[config.mk]
export PLATFORM = sky130hd
export DESIGN_NAME = fifo_uart_tx
export DESIGN_NICKNAME = d
export VERILOG_FILES = /design/src/rtl/fifo_uart_pkg.sv /design/src/rtl/uart_baud_cnt.sv /design/src/rtl/fifo_uart_tx.sv
export SDC_FILE = /design/constraint.sdc
export NUM_CORES = 1
export LEC_CHECK = 0
export CELL_PAD_IN_SITES_DETAIL_PLACEMENT = 1
export CELL_PAD_IN_SITES_GLOBAL_PLACEMENT = 1
export CORE_MARGIN = 5
export CORE_UTILIZATION = 41
export CTS_CLUSTER_DIAMETER = 80
export DETAILED_ROUTE_END_ITERATION = 8
export GPL_ROUTABILITY_DRIVEN = 0
export PLACE_DENSITY_LB_ADDON = 0.25
export SLEW_MARGIN = 25
export SYNTH_ARGS = -nofsm -noshare
export SYNTH_HDL_FRONTEND = slang
export SYNTH_SLANG_ARGS = --single-unit
[constraint.sdc]
create_clock -name clk -period 1.94 [get_ports clk]
set_clock_uncertainty 0.15 [all_clocks]
set_input_delay 0.291 -clock clk [delete_from_list [all_inputs] [get_ports clk]]
set_output_delay 0.291 -clock clk [all_outputs]
set_load 0.02 [all_outputs]
[src/rtl/fifo_uart_pkg.sv]
// fifo_uart_pkg: state encoding and default byte width shared by fifo_uart_tx.
// Optional feature macro: FIFO_UART_TX_PARITY_EN adds the PARITY state.
package fifo_uart_pkg;
   localparam int DATA_W_DEF = 8;
`ifdef FIFO_UART_TX_PARITY_EN
   typedef enum logic [2:0] {IDLE, READ, LOAD, START, DATA, PARITY, STOP} state_t;
`else
   typedef enum logic [2:0] {IDLE, READ, LOAD, START, DATA, STOP} state_t;
`endif
endpackage

[src/rtl/uart_baud_cnt.sv]
// uart_baud_cnt: bit-period counter, tick high on the last cycle of every bit.
// Ports: clk, reset (sync, active-low), run (count enable, clears when low),
//        tick (high every CLKS_PER_BIT cycles while run=1).
module uart_baud_cnt #(
   parameter int CLKS_PER_BIT = 4
) (
   input  logic clk,
   input  logic reset,
   input  logic run,
   output logic tick
);
   localparam int CW = $clog2(CLKS_PER_BIT);
   logic [CW-1:0] cnt;
   assign tick = run && cnt == CW'(CLKS_PER_BIT - 1);
   always_ff @(posedge clk)
      if (!reset || !run) cnt <= '0;
      else cnt <= tick ? '0 : cnt + 1'b1;
endmodule

[src/rtl/fifo_uart_tx.sv]
// fifo_uart_tx: drains a syn_fifo one byte at a time onto a UART serial line.
// Ports: clk; reset (sync, active-low); empty, data_in from the FIFO;
//        read_e (registered FIFO read strobe); tx (registered serial line, idle high);
//        busy (state not IDLE); tx_done (pulse in the last STOP cycle).
// Optional feature macro: FIFO_UART_TX_PARITY_EN inserts an even-parity bit.
module fifo_uart_tx
   import fifo_uart_pkg::*;
#(
   parameter int CLKS_PER_BIT = 4,
   parameter int DATA_W       = DATA_W_DEF
) (
   input  logic              clk,
   input  logic              reset,
   input  logic              empty,
   input  logic [DATA_W-1:0] data_in,
   output logic              read_e,
   output logic              tx,
   output logic              busy,
   output logic              tx_done
);
   localparam int IW = DATA_W > 1 ? $clog2(DATA_W) : 1;
   state_t            state;
   logic [DATA_W-1:0] shreg;
   logic [IW-1:0]     bit_idx;
   logic              run, tick;
`ifdef FIFO_UART_TX_PARITY_EN
   logic              par;
`endif
   // the bit timer only runs while a frame is on the line
   assign run     = state != IDLE && state != READ && state != LOAD;
   assign busy    = state != IDLE;
   assign tx_done = state == STOP && tick;
   uart_baud_cnt #(.CLKS_PER_BIT(CLKS_PER_BIT)) u_baud (
      .clk  (clk),
      .reset(reset),
      .run  (run),
      .tick (tick)
   );
   // tx is loaded one edge ahead so each line level holds for the whole state
   always_ff @(posedge clk) begin
      if (!reset) begin
         state   <= IDLE;
         tx      <= 1'b1;
         read_e  <= 1'b0;
         shreg   <= '0;
         bit_idx <= '0;
`ifdef FIFO_UART_TX_PARITY_EN
         par     <= 1'b0;
`endif
      end else begin
         read_e <= 1'b0;
         case (state)
            IDLE: if (!empty) begin
               state  <= READ;
               read_e <= 1'b1;
            end
            READ: state <= LOAD;
            LOAD: begin
               shreg <= data_in;
`ifdef FIFO_UART_TX_PARITY_EN
               par   <= ^data_in;
`endif
               tx    <= 1'b0;
               state <= START;
            end
            START: if (tick) begin
               tx    <= shreg[0];
               shreg <= shreg >> 1;
               state <= DATA;
            end
            DATA: if (tick) begin
               if (bit_idx == IW'(DATA_W - 1)) begin
                  bit_idx <= '0;
`ifdef FIFO_UART_TX_PARITY_EN
                  tx      <= par;
                  state   <= PARITY;
`else
                  tx      <= 1'b1;
                  state   <= STOP;
`endif
               end else begin
                  bit_idx <= bit_idx + 1'b1;
                  tx      <= shreg[0];
                  shreg   <= shreg >> 1;
               end
            end
`ifdef FIFO_UART_TX_PARITY_EN
            PARITY: if (tick) begin
               tx    <= 1'b1;
               state <= STOP;
            end
`endif
            STOP: if (tick) state <= IDLE;
            default: state <= IDLE;
         endcase
      end
   end
endmodule

---- After elaboration in Yosys (flattened, before gate mapping) ----
Cells that the tools add are included.
storage, ports and cells
  output and inout bits ................... 4
  bits of input ports ..................... 11
  bits in registers ....................... 18
  logic and storage cells ................. 55
cells by class
  add/subtract/negate cells ............... 2
  equality and inequality tests ........... 15
  reductions and logical operators ........ 16
  mux-type cells .......................... 16
operators with widths
  cell                   number
  $mux W8                3
  $pmux W8 S3            1
  $mux W3                6
  $pmux W3 S6            1
  $ne A2 B2 Y1 const B   6
  $eq A3 B3 Y1 const B   3
  $eq A3 B2 Y1 const B   2
  $reduce_bool A3 Y1     2
  $reduce_and A5 Y1      1
  $logic_and A1 B1 Y1    4
  $mux W1                4
  $reduce_and A2 Y1      2
  $reduce_and A4 Y1      1
  $add A3 B1 Y3 const B  1
  $eq A3 B1 Y1 const B   1
  $logic_not A3 Y1       1
  $ne A3 B1 Y1 const B   1
  $ne A3 B2 Y1 const B   1
  $pmux W1 S3            1
  $reduce_and A3 Y1      1
  $add A2 B1 Y2 const B  1
  $eq A2 B2 Y1 const B   1
  $logic_not A1 Y1       2
  $reduce_or A2 Y1       1
  $logic_or A1 B1 Y1     1

---- Depth between registers and ports, before layout ----
  word-level depth ........................ 6
  gate-level depth with buffers ........... 6

---- Cells and area by module ----
A second synthesis with hierarchy kept.
second synthesis, totals
  cells, all modules ...................... 123
  area total of the unflattened synthesis .. 1046.0 sq um
by module, submodules not included
  module         times used  area each (sq um)  cells each
  fifo_uart_tx   1           962.2              117
  uart_baud_cnt  1           83.8               6

---- Worst setup path after synthesis ----
Ideal clock, no wire load.
  path kind ............................... flip-flop to flip-flop
  from .................................... register u_baud.cnt[0]
  to ...................................... register shreg[3]
  clock period less this slack ............ 1.642 ns
  stages on the path, launching flop included .. 7
  path slack .............................. 0.298 ns
  data arrival time ....................... 1.377 ns
  library setup time ...................... 0.115 ns
  data required time ...................... 1.675 ns
  cell sequence ........................... dfxtp_1 ha_1 buf_2 nand4bb_4 o221a_4 and2_1 o21a_1
between the ends
  longest elaborated chain between the ends .. 4
  elaborated cells between the ends (all ways) .. 5
  those cells by class .................... eq/ne: 3; reduce/logical: 2
ends and longest elaborated chain
  item                                  line                 source
  start, declared                       uart_baud_cnt.sv:13  logic [CW-1:0] cnt;
  start signal, assigned                uart_baud_cnt.sv:17  else cnt <= tick ? '0 : cnt + 1'b1;
  $eq A2 B2 Y1 *                        uart_baud_cnt.sv:14  assign tick = run && cnt == CW'(CLKS_PER_BIT - 1);
  $logic_and A1 B1 Y1 *                 uart_baud_cnt.sv:14
  $ne A2 B2 Y1 (no source line)         -
  $reduce_and A4 Y1 (no source line) *  -
  end signal, assigned                  fifo_uart_tx.sv:59   shreg <= data_in;
  end signal, assigned                  fifo_uart_tx.sv:68   shreg <= shreg >> 1;
  end signal, assigned                  fifo_uart_tx.sv:84   shreg <= shreg >> 1;
  end, declared                         fifo_uart_tx.sv:23   logic [DATA_W-1:0] shreg;
Mark *: on every way between the ends. The rest lies on a longest branch, timed or not.
A chain may end at the register's enable or synchronous reset.

---- Final worst setup path ----
  from .................................... register state[1]
  to ...................................... output busy
between the ends
  longest elaborated chain between the ends .. 1
ends and longest elaborated chain
  item                    line                source
  start, declared         fifo_uart_tx.sv:22  state_t state;
  start signal, assigned  fifo_uart_tx.sv:42  state <= IDLE;
  start signal, assigned  fifo_uart_tx.sv:54  state <= READ;
  start signal, assigned  fifo_uart_tx.sv:57  READ: state <= LOAD;
  $reduce_bool A3 Y1      fifo_uart_tx.sv:31  assign busy = state != IDLE;
  end, declared           fifo_uart_tx.sv:18  output logic busy,
No other way between the ends.

==> results_dict.tcl <==
set metrics [dict create \
    r2r_start "u_baud.cnt[0]" \
    synth_edf_count 0 \
    syn_area_per_cell_um2 9.416 \
    place.port_buffers 14 \
    drc 0 \
    first_iter_violations 53 \
    hold_path_class "reg2reg" \
    slowest_delay_ns 0.41 \
    ys_top_cells_by_count "dfxtp_1, a21oi_1, nand2_1, nor3_1, o21a_1" \
    clock_path_buffers 2 \
    worstSetupPathType "reg2out" \
    post_cts_buffers 0 \
    arrival_ns 1.41 \
    setup_viol_count_final 0 \
    stdcell_area_um2 1320 \
    rows 18 \
    tightestPinTransition_ns 0.4562 \
    timing_hold_violations_final 0 \
    initial_core_util 0.4330 \
    outcome "finished clean" \
    crit_start "state[1]" \
    synth.area.mux_share 0.05727 \
    die_w_um 61.62 \
    overflow 0 \
    clockRootBuffer "clkbuf_4" \
    max_freq_ghz 0.5414 \
    vias_per_cell 5.543 \
    area_delta_synth_final_pct 20.85 \
    die_height_um 61.62 \
    switchingPower_mw 0.2732 \
    maxCapViolations 0 \
    grt_max_degree 19 \
    drt-total-wl_um 2635 \
    synth.area.top_cells "dfxtp_1, a2111oi_2, o21a_1" \
    cts.sinks 18 \
    max-slew-margin-rel 0.6958 \
    end_kind "output pin" \
    hp-start "u_baud.cnt[0]" \
    min_period_over_period 0.9521 \
    crit_chain "or3_1, dlygate4sd2_1" \
    wl_per_cell_um 16.07 \
    p_int_mw 0.6255 \
    clk_pin_slew_ns 0.12 \
    synthArstFlopShare 0 \
    final_max_slew_viol_count 0 \
    yosysMostFrequentCell "dfxtp_1" \
    power_leakage_nw 0.5062 \
    track_usage 0.1553 \
    synth_top_area_cell "dfxtp_1" \
    num_vias 909 \
    worstPathRequired_ns 1.50 \
    netlist_area_um2 1092 \
    synth_xor_area_frac 0 \
    clock_latency_ns 0.31 \
    p_comb_frac 0.255 \
    worst_setup_path_start_kind "register" \
    grt_pass1_wl_um 4360 \
    die_area_um2 3796 \
    pin_count 15 \
    post-dp-hpwl_um 1966 \
    cts_tree "yes" \
    fin_crit_ns 1.847 \
    slowest_stage "dfxtp_1" \
    yosys.area_share.simple 0.2554 \
    p_seq_frac 0.463 \
    core_area_um2 2522 \
    drt_first_pass_iters 4 \
    place_area_um2 1286 \
    postSynthCellCount 116 \
    grt_pass1_vias 970 \
    final_util 0.5233 \
    numCtsBuffers 3 \
    synth_top_family_by_area "compound AO/OA/AOI/OAI gates" \
    htreeDepth 1 \
    synth_compound_area_frac 0.2589 \
    rsz0062_at_grt "no" \
    fin_tns_setup_ns 0 \
    final_nets 149 \
    ys_warn_count 0 \
    ys_ff_latch 18 \
    syn_nets 130 \
    synthDistinctLibCells 41 \
    power_density_nw_per_um2 680.8 \
    ys_seq_area_frac 0.3299 \
    worstPathMaxFanout 11 \
    netlist.area_leader.share 0.3299 \
    ir_drop_v 0.0004615 \
    clockPowerShare 0.281 \
    swShare 0.3040 \
    synthFlopType "dfxtp_1" \
    drive_gt1_frac 0.1940 \
    synthAdderAreaFrac 0.03436 \
    antenna_left 0 \
    antenna_found_initial 0 \
    num_antenna_cells 0 \
]
kinds of logic (layout without fill, tap and decap cells):
kind of cell,Yosys count,count (layout)
mux,5,5
flops,18,18
simple gates,40,40
fa+ha+maj,3,3
buf+inv,13,31
compound gates,37,37
layout make-up:
| class | instances | area, um2 |
|---|---|---|
| Fill cell | 298 | 1202 |
| Multi-Input combinational cell | 85 | 661.9 |
| Sequential cell | 18 | 360.3 |
| Timing Repair Buffer | 24 | 212.7 |
| Tap cell | 30 | 37.54 |
| Clock buffer | 4 | 36.28 |
| Inverter | 3 | 11.26 |
metal layers:
metal | vias up | share of wire | wire [um] | track usage
li1 | 464 | - | - | -
met1 | 434 | 0.46 | 1217 | 0.1817
met2 | 9 | 0.50 | 1325 | 0.2691
met3 | 2 | 0.028 | 73 | 0.05241
met4 | 0 | 0.0072 | 19 | 0.04242
met5 | - | 0 | 0 | 0
per-stage QoR:
stage	instances	hold slack (ns)	total power, mW	setup WS (ns)
finish	164	0.3172	0.8986	0.09302
global route	164	0.3296	0.9398	0.002921
CTS	164	0.3155	0.9057	0.07802
detailed placement	160	0.2928	0.6585	0.1622
global placement	160	0.2656	0.6476	0.1732
floorplan	116	0.2168	0.5789	0.2984
cell usage in the layout (no fill, tap or decap), types with 2 or more instances in the layout:
cell type         n
o21a_1            6
or3_1             2
dlygate4sd2_1     2
nand3b_1          2
nor3b_1           3
nor3_1            6
a21boi_1          2
nand2_1           7
dfxtp_1          18
inv_1             3
nor2b_2           3
o21ai_1           5
and2_1            3
mux2i_1           4
a21oi_1           8
buf_4            10
a2111oi_2         3
o22ai_1           3
ha_1              3
nor2b_1           3
clkdlybuf4s50_1  12
o21ai_0           2
clkbuf_4          3
nor2_1            3
state kept, by name, summed over array words and instances (netlist names):
signal / flops
tx: 1
u_baud.cnt: 2
shreg: 8
state: 3
bit_idx: 3
read_e: 1
final timing paths:
check                                      to  slack, ns  cells past startpoint
worst max-delay path                     busy       0.09                      2
worst min-delay path            u_baud.cnt[0]       0.32                      1
worst max register to register       shreg[5]       0.15                      6
worst min register to register  u_baud.cnt[0]       0.32                      1
power groups by stage:
stage / sequential, mW / combinational (mW) / clock (mW)
finish: 0.416 / 0.230 / 0.253
global route: 0.419 / 0.248 / 0.273
CTS: 0.417 / 0.233 / 0.256
detailed placement: 0.425 / 0.234 / 0
global placement: 0.422 / 0.226 / 0
floorplan: 0.422 / 0.157 / 0
worst max-delay path: cells and delay by family (launching register included):
kind / cells / cell delay [ns]
buf+inv: 1 / 0.33
flops: 1 / 0.41
simple gates: 1 / 0.36
timing repair:
item	4_1_cts	5_1_grt
gates resized for setup	2	0
hold buffers	0	0
setup endpoints to repair	2	0
(Power assumes the default switching activity.)
